[config.mk]
export PLATFORM = sky130hd
export DESIGN_NAME = commit_trace_flat
export DESIGN_NICKNAME = d
export VERILOG_FILES = /design/src/rtl/commit_trace_pkg.sv /design/src/rtl/commit_trace_if.sv /design/src/rtl/commit_trace_fifo.sv /design/src/rtl/commit_trace.sv /design/src/flat_wrapper.sv
export SDC_FILE = /design/constraint.sdc
export NUM_CORES = 1
export LEC_CHECK = 0
export CORE_UTILIZATION = 60
export DETAILED_ROUTE_END_ITERATION = 7
export HOLD_SLACK_MARGIN = 0.1
export PLACE_DENSITY = 0.84
export SLEW_MARGIN = 20
export SYNTH_ARGS = -nofsm -noshare
export SYNTH_HDL_FRONTEND = slang
export SYNTH_SLANG_ARGS = --single-unit
[constraint.sdc]
create_clock -name clk -period 14.9 [get_ports clk]
set_input_delay 2.235 -clock clk [delete_from_list [all_inputs] [get_ports clk]]
set_output_delay 2.235 -clock clk [all_outputs]
set_load 0.005 [all_outputs]
[src/rtl/commit_trace_pkg.sv]
// commit_trace_pkg: shared types for the commit trace block.
// Holds the record type enum, the trace record struct, the run/halted
// state enum and the default FIFO depth. Optional timestamping is selected
// with the COMMIT_TRACE_TIMESTAMP_EN macro in the files that use it.
package commit_trace_pkg;

   localparam int DEFAULT_DEPTH = 8;

   typedef enum logic [1:0] {
      TR_REG   = 2'd0,
      TR_LOAD  = 2'd1,
      TR_STORE = 2'd2,
      TR_HALT  = 2'd3
   } trace_type_e;

   typedef enum logic {
      ST_RUN    = 1'b0,
      ST_HALTED = 1'b1
   } run_state_e;

   typedef struct packed {
      trace_type_e rec_type;
      logic [15:0] addr;
      logic [15:0] data;
      logic [31:0] cycle;
   } trace_rec_t;

   function automatic trace_rec_t make_rec(input trace_type_e t, input logic [15:0] a,
                                           input logic [15:0] d, input logic [31:0] c);
      trace_rec_t r;
      r.rec_type = t;
      r.addr     = a;
      r.data     = d;
      r.cycle    = c;
      return r;
   endfunction

endpackage

[src/rtl/commit_trace_if.sv]
// commit_trace_if: trace record stream from commit_trace to its consumer.
// Handshake: the producer holds traceValid and the record fields stable
// until a rising edge where traceValid and traceReady are both high; that
// edge transfers (pops) the record. traceReady may change freely and does
// not depend on traceValid.
interface commit_trace_if;
   import commit_trace_pkg::*;

   logic        traceValid;
   logic        traceReady;
   trace_type_e traceType;
   logic [15:0] traceAddr;
   logic [15:0] traceData;
   logic [31:0] traceCycle;

   modport master (
      output traceValid, traceType, traceAddr, traceData, traceCycle,
      input  traceReady
   );

   modport slave (
      input  traceValid, traceType, traceAddr, traceData, traceCycle,
      output traceReady
   );
endinterface

[src/rtl/commit_trace_fifo.sv]
// trace_fifo: record FIFO accepting 0-3 writes and 1 read per edge.
// The head record is held in registers so the consumer sees flop outputs;
// a record written into an empty FIFO appears at the head after that edge.
// Cycle stamps are stored only when COMMIT_TRACE_TIMESTAMP_EN is defined.
module trace_fifo
   import commit_trace_pkg::*;
#(
   parameter  int DEPTH = DEFAULT_DEPTH,
   localparam int PW    = $clog2(DEPTH),
   localparam int CW    = PW + 1
) (
   input  logic             clk,
   input  logic             rst,
   input  logic [1:0]       wr_num,
   input  trace_rec_t [2:0] wr_rec,
   input  logic             pop,
   output logic             head_valid,
   output trace_rec_t       head_rec,
   output logic [CW-1:0]    count
);

   logic [33:0]   body_mem [DEPTH];
`ifdef COMMIT_TRACE_TIMESTAMP_EN
   logic [31:0]   cyc_mem [DEPTH];
`else
   logic          unused_cycles;
   assign unused_cycles = ^{wr_rec[0].cycle, wr_rec[1].cycle, wr_rec[2].cycle};
`endif
   logic [PW-1:0] rd_ptr;
   logic [PW-1:0] wr_ptr;
   logic [PW-1:0] next_rd;
   logic [CW-1:0] remain;
   logic [CW-1:0] next_count;
   logic          pop_ok;
   trace_rec_t    next_head;

   // Next occupancy, next read pointer and the record that will sit at the head.
   always_comb begin
      pop_ok     = pop && (count != '0);
      remain     = count - CW'(pop_ok);
      next_count = remain + CW'(wr_num);
      next_rd    = rd_ptr + PW'(pop_ok);
      next_head  = '0;
      if (remain != '0) begin
         next_head.rec_type = trace_type_e'(body_mem[next_rd][33:32]);
         next_head.addr     = body_mem[next_rd][31:16];
         next_head.data     = body_mem[next_rd][15:0];
`ifdef COMMIT_TRACE_TIMESTAMP_EN
         next_head.cycle    = cyc_mem[next_rd];
`endif
      end else if (wr_num != 2'd0) begin
         next_head.rec_type = wr_rec[0].rec_type;
         next_head.addr     = wr_rec[0].addr;
         next_head.data     = wr_rec[0].data;
`ifdef COMMIT_TRACE_TIMESTAMP_EN
         next_head.cycle    = wr_rec[0].cycle;
`endif
      end
   end

   // Storage writes into consecutive free slots starting at the write pointer.
   always_ff @(posedge clk) begin
      for (int i = 0; i < 3; i++) begin
         if (2'(i) < wr_num) begin
            body_mem[wr_ptr + PW'(i)] <= {wr_rec[i].rec_type, wr_rec[i].addr, wr_rec[i].data};
`ifdef COMMIT_TRACE_TIMESTAMP_EN
            cyc_mem[wr_ptr + PW'(i)]  <= wr_rec[i].cycle;
`endif
         end
      end
   end

   // Pointers, occupancy and registered head outputs.
   always_ff @(posedge clk or negedge rst) begin
      if (!rst) begin
         rd_ptr     <= '0;
         wr_ptr     <= '0;
         count      <= '0;
         head_valid <= 1'b0;
         head_rec   <= '0;
      end else begin
         rd_ptr     <= next_rd;
         wr_ptr     <= wr_ptr + PW'(wr_num);
         count      <= next_count;
         head_valid <= (next_count != '0);
         head_rec   <= next_head;
      end
   end

endmodule

[src/rtl/commit_trace.sv]
// commit_trace: turns per-cycle commit events into a stream of trace
// records (REG, LOAD/STORE, HALT), tracks committed instructions, flags
// dropped events and stops capturing once a HALT record is queued.
// Define COMMIT_TRACE_TIMESTAMP_EN to stamp each record with a free-running
// cycle counter; otherwise traceCycle is constant 0.
module commit_trace
   import commit_trace_pkg::*;
#(
   parameter int DEPTH = DEFAULT_DEPTH
) (
   input  logic                  clk,
   input  logic                  rst,
   input  logic                  regWrite,
   input  logic [2:0]            writeReg,
   input  logic [15:0]           writeData,
   input  logic                  memRead,
   input  logic                  memWrite,
   input  logic [15:0]           memAddr,
   input  logic [15:0]           memDataIn,
   input  logic [15:0]           memDataOut,
   input  logic                  halt,
   commit_trace_if.master        trace,
   output logic [31:0]           instCount,
   output logic                  overflow,
   output logic                  halted,
   output logic                  drained
);

   localparam int CW = $clog2(DEPTH) + 1;

   run_state_e       state;
   run_state_e       state_next;
   trace_rec_t [2:0] rec;
   logic [1:0]       n_form;
   logic [1:0]       wr_num;
   logic [CW-1:0]    count;
   logic [CW-1:0]    free;
   logic             drop;
   logic             counts_inst;
   logic             pop;
   logic             head_valid;
   trace_rec_t       head_rec;
   logic [31:0]      stamp;

`ifdef COMMIT_TRACE_TIMESTAMP_EN
   logic [31:0] cyc_cnt;

   // Free-running wrapping cycle counter, zero on the first edge after reset.
   always_ff @(posedge clk or negedge rst) begin
      if (!rst) cyc_cnt <= '0;
      else      cyc_cnt <= cyc_cnt + 32'd1;
   end

   assign stamp = cyc_cnt;
`else
   assign stamp = '0;
`endif

   // Record formation, space check (free counted before this edge's pop) and halt transition.
   always_comb begin
      rec         = '0;
      n_form      = 2'd0;
      wr_num      = 2'd0;
      drop        = 1'b0;
      counts_inst = 1'b0;
      state_next  = state;
      free        = CW'(DEPTH) - count;
      if (state == ST_RUN) begin
         counts_inst = halt | regWrite | memWrite;
         if (regWrite) begin
            rec[n_form] = make_rec(TR_REG, {13'd0, writeReg}, writeData, stamp);
            n_form      = n_form + 2'd1;
         end
         // A store wins when both memory strobes are high.
         if (memWrite) begin
            rec[n_form] = make_rec(TR_STORE, memAddr, memDataIn, stamp);
            n_form      = n_form + 2'd1;
         end else if (memRead) begin
            rec[n_form] = make_rec(TR_LOAD, memAddr, memDataOut, stamp);
            n_form      = n_form + 2'd1;
         end
         if (halt) begin
            rec[n_form] = make_rec(TR_HALT, 16'd0, 16'd0, stamp);
            n_form      = n_form + 2'd1;
         end
         if (CW'(n_form) <= free) begin
            wr_num = n_form;
         end else begin
            // Not enough room: drop everything, but keep the HALT if one slot is free.
            drop = 1'b1;
            if (halt && (free != '0)) begin
               rec[0] = make_rec(TR_HALT, 16'd0, 16'd0, stamp);
               wr_num = 2'd1;
            end
         end
         if (halt && (free != '0)) state_next = ST_HALTED;
      end
   end

   // Run/halted state register; halted is the exposed state bit.
   always_ff @(posedge clk or negedge rst) begin
      if (!rst) state <= ST_RUN;
      else      state <= state_next;
   end

   // Committed-instruction counter (saturating) and sticky overflow flag.
   always_ff @(posedge clk or negedge rst) begin
      if (!rst) begin
         instCount <= '0;
         overflow  <= 1'b0;
      end else begin
         overflow <= overflow | drop;
         if (counts_inst && (instCount != 32'hFFFF_FFFF)) instCount <= instCount + 32'd1;
      end
   end

   assign pop     = head_valid & trace.traceReady;
   assign halted  = (state == ST_HALTED);
   assign drained = halted && (count == '0);

   trace_fifo #(.DEPTH(DEPTH)) u_fifo (
      .clk        (clk),
      .rst        (rst),
      .wr_num     (wr_num),
      .wr_rec     (rec),
      .pop        (pop),
      .head_valid (head_valid),
      .head_rec   (head_rec),
      .count      (count)
   );

   assign trace.traceValid = head_valid;
   assign trace.traceType  = head_rec.rec_type;
   assign trace.traceAddr  = head_rec.addr;
   assign trace.traceData  = head_rec.data;
   assign trace.traceCycle = head_rec.cycle;

endmodule

[src/flat_wrapper.sv]
// flat-port wrapper written by rule: the top's interface ports become plain ports
module commit_trace_flat import commit_trace_pkg::*;
#(
   parameter int DEPTH = DEFAULT_DEPTH
)
  (clk, rst, regWrite, writeReg, writeData, memRead, memWrite, memAddr, memDataIn, memDataOut, halt, instCount, overflow, halted, drained, trace_traceValid, trace_traceType, trace_traceAddr, trace_traceData, trace_traceCycle, trace_traceReady);
  commit_trace_if trace_i ();
  input  logic clk;
  input  logic rst;
  input  logic regWrite;
  input  logic [2:0] writeReg;
  input  logic [15:0] writeData;
  input  logic memRead;
  input  logic memWrite;
  input  logic [15:0] memAddr;
  input  logic [15:0] memDataIn;
  input  logic [15:0] memDataOut;
  input  logic halt;
  output logic [31:0] instCount;
  output logic overflow;
  output logic halted;
  output logic drained;
  output wire logic [$bits(trace_i.traceValid)-1:0] trace_traceValid;
  output wire logic [$bits(trace_i.traceType)-1:0] trace_traceType;
  output wire logic [$bits(trace_i.traceAddr)-1:0] trace_traceAddr;
  output wire logic [$bits(trace_i.traceData)-1:0] trace_traceData;
  output wire logic [$bits(trace_i.traceCycle)-1:0] trace_traceCycle;
  input wire logic [$bits(trace_i.traceReady)-1:0] trace_traceReady;
  assign trace_traceValid = trace_i.traceValid;
  assign trace_traceType = trace_i.traceType;
  assign trace_traceAddr = trace_i.traceAddr;
  assign trace_traceData = trace_i.traceData;
  assign trace_traceCycle = trace_i.traceCycle;
  assign trace_i.traceReady = trace_traceReady;
  commit_trace #(.DEPTH(DEPTH)) u_core (.clk(clk), .rst(rst), .regWrite(regWrite), .writeReg(writeReg), .writeData(writeData), .memRead(memRead), .memWrite(memWrite), .memAddr(memAddr), .memDataIn(memDataIn), .memDataOut(memDataOut), .halt(halt), .trace(trace_i), .instCount(instCount), .overflow(overflow), .halted(halted), .drained(drained));
endmodule
==> results_dict.tcl, run 1 <==
set metrics [dict create \
    crit_type "input pin to flip-flop" \
    pwr_density_cell_mw_per_mm2 156 \
    n_antenna_cell 0 \
    slew_viol_final 0 \
    rsz0062_at_grt "false" \
    cts.sinks 351 \
    ios 176 \
    cts_tree "built" \
    cts_buffers 37 \
    hold_path_class "flip-flop to flip-flop" \
    postSynth.asyncResetShare 0.225 \
    grt_usage 0.334 \
    ys_seq_area_frac 0.550 \
    die_w_um 177 \
    slew_headroom 0.225 \
    arrival_ps 8030 \
    cts_resized 0 \
    instances_no_fill 2063 \
    crit_path_frequent_cell "ha_1" \
    avgViaCountPerCell 6.80 \
    cp_cell_sequence "clkdlybuf4s50_1, buf_4, inv_1, ha_1, mux2i_1, inv_1, ha_1, nand2_1, o21ai_4, inv_2, ha_1, nor2b_1, o21a_1, a2111o_1, nand2_2, a31o_2" \
    synth_cells 1543 \
    path_clk_slew_ps 60 \
    dieArea_mm2 0.0315 \
    cts_buffer_depth 3 \
    hold_violations 0 \
    fin_crit_ps 7890 \
    cap_violations 0 \
    yosysTopAreaCell "edfxtp_1" \
    slowest_delay_ps 940 \
    drtPass1Iterations 6 \
    required_ps 15040 \
    crit_buf_inv 5 \
    area_growth_pct 14.8 \
    die_y_um 177 \
    postSynthAreaPerCell_um2 12.0 \
    ys_types 73 \
    nNetsFinal 1738 \
    post_cts_buffers 0 \
    antenna_found_initial 0 \
    multi_input_area_mm2 0.00764 \
    row_count 63 \
    fin_skew_ps 24.3 \
    synth_flop_cell "edfxtp_1" \
    netlist.area_leader.share 0.443 \
    ctsRootBufferMaster "clkbuf_16" \
    worst_hold_path.num_cells 1 \
    design.core.area_mm2 0.0300 \
    port_buffers 143 \
    period_share 0.530 \
    critPathSlowestCell "a31o_2" \
    cts_hold_buf 0 \
    seqCellArea_mm2 0.0101 \
    dp.cells 1995 \
    synth_edf_count 272 \
    ant_nets 0 \
    yosys_warnings 0 \
    critPathTopFamily "compound AO/OA/AOI/OAI gates" \
    vias 14028 \
    synthTopCellsByArea "edfxtp_1 (44%), dfrtp_1 (11%), mux4_2 (8.3%)" \
    finalSetupViolations 0 \
    first_iter_violations 2242 \
    avgRoutedWirePerCell_um 25.0 \
    initial_core_util 0.616 \
    tightestPinTransition_ps 1160 \
    grt-ovfl-total 0 \
    clk_latency_ps 540 \
    drt-total-wl_mm 51.6 \
    grt_max_degree 80 \
    tns_ps 0 \
    fin_total_pwr_mw 3.30 \
    gp_congestion 0.885 \
    p_leak_nw 7.32 \
    drc 0 \
    netlist_area_mm2 0.0184 \
    nFillCells 1987 \
    grt_pass1_wl_mm 79.1 \
    grt_pass1_vias 14027 \
    ir_drop_mv 0.206 \
    critPathCaptureType "flip-flop" \
    crit_fanout 34 \
    cts_max_level 2 \
    maxClockFrequency_mhz 127 \
    dp_hpwl_mm 30.7 \
    worst-path-stages 16 \
    drive_above_1_share 0.155 \
    reg2regPathDepth 8 \
    crit_path_start_kind "input pin" \
    outcome "finished clean" \
    ys_ff_latch 351 \
]
## cell families (layout without fill, tap and decap cells)
logic type	Yosys count	in the layout	synth area share
AO/OA/AOI/OAI	408	408	0.149
XOR/XNOR	35	35	0.0166
adder cells (fa/ha/maj)	20	20	0.0144
buffers and inverters	159	258	0.0489
flip-flops	351	351	0.550
multiplexers	108	108	0.105
other	1	32	0.000203
AND/OR/NAND/NOR	461	461	0.116
## path summary, 6_finish.rpt
| path | start | slack (ps) | to |
|---|---|---|---|
| worst max-delay path | regWrite | 7010 | u_core.u_fifo.body_mem[1][17] |
| worst min register to register | u_core.instCount[22] | 490 | u_core.instCount[22] |
| max in group asynchronous | rst | 12600 | u_core.u_fifo.head_rec[38] |
| worst min-delay path | u_core.instCount[22] | 490 | u_core.instCount[22] |
| min in group asynchronous | rst | 1760 | u_core.instCount[29] |
| worst max register to register | u_core.u_fifo.count[0] | 10480 | u_core.u_fifo.body_mem[5][11] |
## area by class of cell
cell class              count  share of cell area
clock buffers              51              0.0496
flip-flops and latches    351               0.479
inverters                  17             0.00301
clock inverters            17             0.00656
repair buffers            173              0.0783
multi-input cells        1064               0.361
well taps                 390              0.0230
## per-stage QoR
step / worst slack, ps / area (um2) / hold slack [ps] / util
floorplan: 4670 / 18600 / 451 / -
global placement: 6880 / 20000 / 481 / 0.667
detailed placement: 6630 / 20000 / 490 / 0.667
CTS: 7150 / 21200 / 500 / 0.707
global route: 6710 / 21200 / 511 / 0.707
finish: 7010 / 21200 / 495 / 0.707
## report_power, final
part | internal, mW | switching [mW]
clock | 0.530 | 0.387
sequential | 1.11 | 0.0304
combinational | 0.592 | 0.650
total | 2.24 | 1.07
## synthesized netlist by cell type (all sizes together) (2+ instances only)
cell     count
a31oi       15
a22oi       16
buf         86
a2111oi      2
and4         5
nor3         8
nor2        62
o22ai      136
nand2      281
clkbuf      56
edfxtp     272
nand2b       5
xnor2       31
nor2b        7
a211oi       4
and2         3
nor4         4
a211o        4
mux2         3
fa           2
a21oi       25
o2111ai      3
o21ai      168
nor3b       14
a31o         4
or2          5
nand4       17
o211a        5
mux4        68
and3         8
inv         17
or3          3
mux2i       37
o311ai       6
o211ai       5
xor2         4
o21a         2
dfrtp       79
ha          18
a21o         2
nand3       35
a2111o       4
## placed cells by master (no fill, tap or decap), types with 39 or more instances in the layout
cell,n
edfxtp_1,272
mux4_2,68
clkdlybuf4s50_1,142
nand2_1,264
o21ai_0,75
o21ai_1,58
clkbuf_16,39
dfrtp_1,79
nor2_1,61
o22ai_1,126
## sequential cells by signal, indices dropped and copies added (netlist names)
register,cells
u_core.u_fifo.head_rec,34
u_core.overflow,1
u_core.u_fifo.body_mem,272
u_core.instCount,32
u_core.u_fifo.count,4
u_core.u_fifo.head_valid,1
u_core.u_fifo.wr_ptr,3
u_core.halted,1
u_core.u_fifo.rd_ptr,3
## metal layers
| metal | vias to the layer above | share of wire | global-route usage | wire length, um |
|---|---|---|---|---|
| met1 | 6795 | 0.36 | 0.437 | 18400 |
| met2 | 1018 | 0.49 | 0.545 | 25200 |
| met4 | 0 | 0.045 | 0.165 | 2310 |
| met3 | 182 | 0.11 | 0.0544 | 5720 |
| li1 | 6033 | - | - | - |
| met5 | - | 0 | 0 | 0 |
(Power assumes the default switching activity.)
==> run 2, diff against run 1 <==
--- a/config.mk
+++ b/config.mk
@@ -5,10 +5,10 @@
 export SDC_FILE = /design/constraint.sdc
 export NUM_CORES = 1
 export LEC_CHECK = 0
-export CORE_UTILIZATION = 60
+export CORE_UTILIZATION = 58
 export DETAILED_ROUTE_END_ITERATION = 7
 export HOLD_SLACK_MARGIN = 0.1
-export PLACE_DENSITY = 0.84
+export PLACE_DENSITY = 0.82
 export SLEW_MARGIN = 20
 export SYNTH_ARGS = -nofsm -noshare
 export SYNTH_HDL_FRONTEND = slang
==> constraint.sdc (replaced) <==
create_clock -name clk -period 8.1 [get_ports clk]
set_input_delay 1.215 -clock clk [delete_from_list [all_inputs] [get_ports clk]]
set_output_delay 1.215 -clock clk [all_outputs]
set_load 0.005 [all_outputs]
==> results_dict.tcl, run 2 (synthesis results as in run 1) <==
set metrics [dict create \
    period_share 0.821 \
    avgViaCountPerCell 6.84 \
    grt_usage 0.327 \
    drt-total-wl_mm 53.1 \
    cts.sinks 351 \
    tns_ps 0 \
    drive_above_1_share 0.157 \
    ctsRootBufferMaster "clkbuf_16" \
    tightestPinTransition_ps 1140 \
    cts_resized 0 \
    design.core.area_mm2 0.0309 \
    cts_buffers 37 \
    crit_path_start_kind "input pin" \
    crit_type "input pin to flip-flop" \
    outcome "finished clean" \
    cts_tree "built" \
    maxClockFrequency_mhz 150 \
    slew_viol_final 0 \
    cts_hold_buf 0 \
    first_iter_violations 2072 \
    cap_violations 0 \
    hold_path_class "flip-flop to flip-flop" \
    critPathCaptureType "flip-flop" \
    post_cts_buffers 0 \
    ant_nets 0 \
    top_register "u_core.u_fifo.body_mem" \
    reg2regPathDepth 8 \
    gp_congestion 0.903 \
    area_growth_pct 15.4 \
    rsz0062_at_grt "false" \
    cp-endpoint "u_core.u_fifo.body_mem[2][27]" \
    arrival_ps 6990 \
    fin_total_pwr_mw 6.15 \
    drtPass1Iterations 6 \
    dp_hpwl_mm 31.6 \
    top_regs "u_core.u_fifo.body_mem: 272 flops, u_core.u_fifo.head_rec: 34 flops, u_core.instCount: 32 flops" \
    nFillCells 2099 \
    r2r_setup_slack_ps 3720 \
    initial_core_util 0.597 \
    cts_buffer_depth 3 \
    cts_max_level 2 \
    hold_violations 0 \
    n_antenna_cell 0 \
    nNetsFinal 1743 \
    startpoint "regWrite" \
    r2r-end "u_core.u_fifo.body_mem[2][3]" \
    pwr_density_cell_mw_per_mm2 289 \
    ir_drop_mv 0.219 \
    avgRoutedWirePerCell_um 25.6 \
    antenna_found_initial 0 \
    fin_skew_ps 28.9 \
    worst_hold_path.num_cells 1 \
    die_w_um 180 \
    layout_common_cells "edfxtp_1 (272), nand2_1 (265), clkdlybuf4s50_1 (142), o22ai_1 (126), dfrtp_1 (79)" \
    required_ps 8430 \
    crit_fanout 32 \
    r2r_start "u_core.u_fifo.count[0]" \
    drc 0 \
    row_count 64 \
    die_y_um 180 \
    slew_headroom 0.238 \
    grt_pass1_wl_mm 81.4 \
    grt_pass1_vias 14315 \
    vias 14184 \
    dieArea_mm2 0.0325 \
    port_buffers 143 \
    finalSetupViolations 0 \
    p_leak_nw 7.36 \
    grt-ovfl-total 0 \
    path_clk_slew_ps 60 \
    ios 176 \
    fin_crit_ps 6650 \
    largest_reg_flops 272 \
    final_common_cell "edfxtp_1" \
    clk_latency_ps 540 \
    grt_max_degree 80 \
]
## run 2: worst min path at each step
| stage | endpoint | start |
|---|---|---|
| floorplan | u_core.overflow | u_core.overflow |
| global placement | u_core.overflow | u_core.overflow |
| detailed placement | u_core.overflow | u_core.overflow |
| CTS | u_core.overflow | u_core.overflow |
| global route | u_core.overflow | u_core.overflow |
| finish | u_core.overflow | u_core.overflow |
## run 2: cell type report
| type | instances | area, um2 | area share |
|---|---|---|---|
| Sequential cell | 351 | 10100 | 0.477 |
| Clock inverter | 20 | 210 | 0.00988 |
| Tap cell | 396 | 495 | 0.0233 |
| Inverter | 17 | 63.8 | 0.00300 |
| Multi-Input combinational cell | 1064 | 7630 | 0.358 |
| Timing Repair Buffer | 178 | 1710 | 0.0804 |
| Clock buffer | 48 | 1030 | 0.0484 |
## run 2: critical path: stages
cell and delay, ps:
clkdlybuf4s50_1 460, buf_4 320, inv_1 110, ha_1 340
mux2i_1 140, buf_4 170, inv_1 60, ha_1 310
nand2_1 100, o21ai_4 200, inv_2 190, ha_1 340
nor2b_1 310, o21a_1 560, a211o_1 810, nand2_2 840
o22ai_1 490
## run 2: stage by stage
stage	cells	utilization	cell area [um2]	hold slack, ps	setup WS (ps)
after floorplan	1574	-	18600	451	-1110
after global placement	2005	0.648	20000	443	1340
after detailed placement	2006	0.648	20000	447	1200
after CTS	2074	0.688	21300	460	1690
after global routing	2074	0.689	21300	471	1310
final	2074	0.689	21300	456	1450
## run 2: routing by layer
| metal | wire [um] | up-vias | global-route usage | part of all wire |
|---|---|---|---|---|
| met5 | 0 | - | 0 | 0 |
| met4 | 2710 | 0 | 0.164 | 0.051 |
| met3 | 6400 | 229 | 0.0748 | 0.12 |
| met2 | 25300 | 1116 | 0.533 | 0.48 |
| met1 | 18700 | 6815 | 0.413 | 0.35 |
| li1 | - | 6024 | - | - |
## run 2: report_power, final
part | total [mW] | leakage, nW | switching (mW) | internal [mW]
clock | 1.74 | 0.604 | 0.714 | 1.03
sequential | 2.10 | 3.42 | 0.0540 | 2.05
combinational | 2.31 | 3.34 | 1.22 | 1.09
total | 6.15 | 7.36 | 1.98 | 4.17
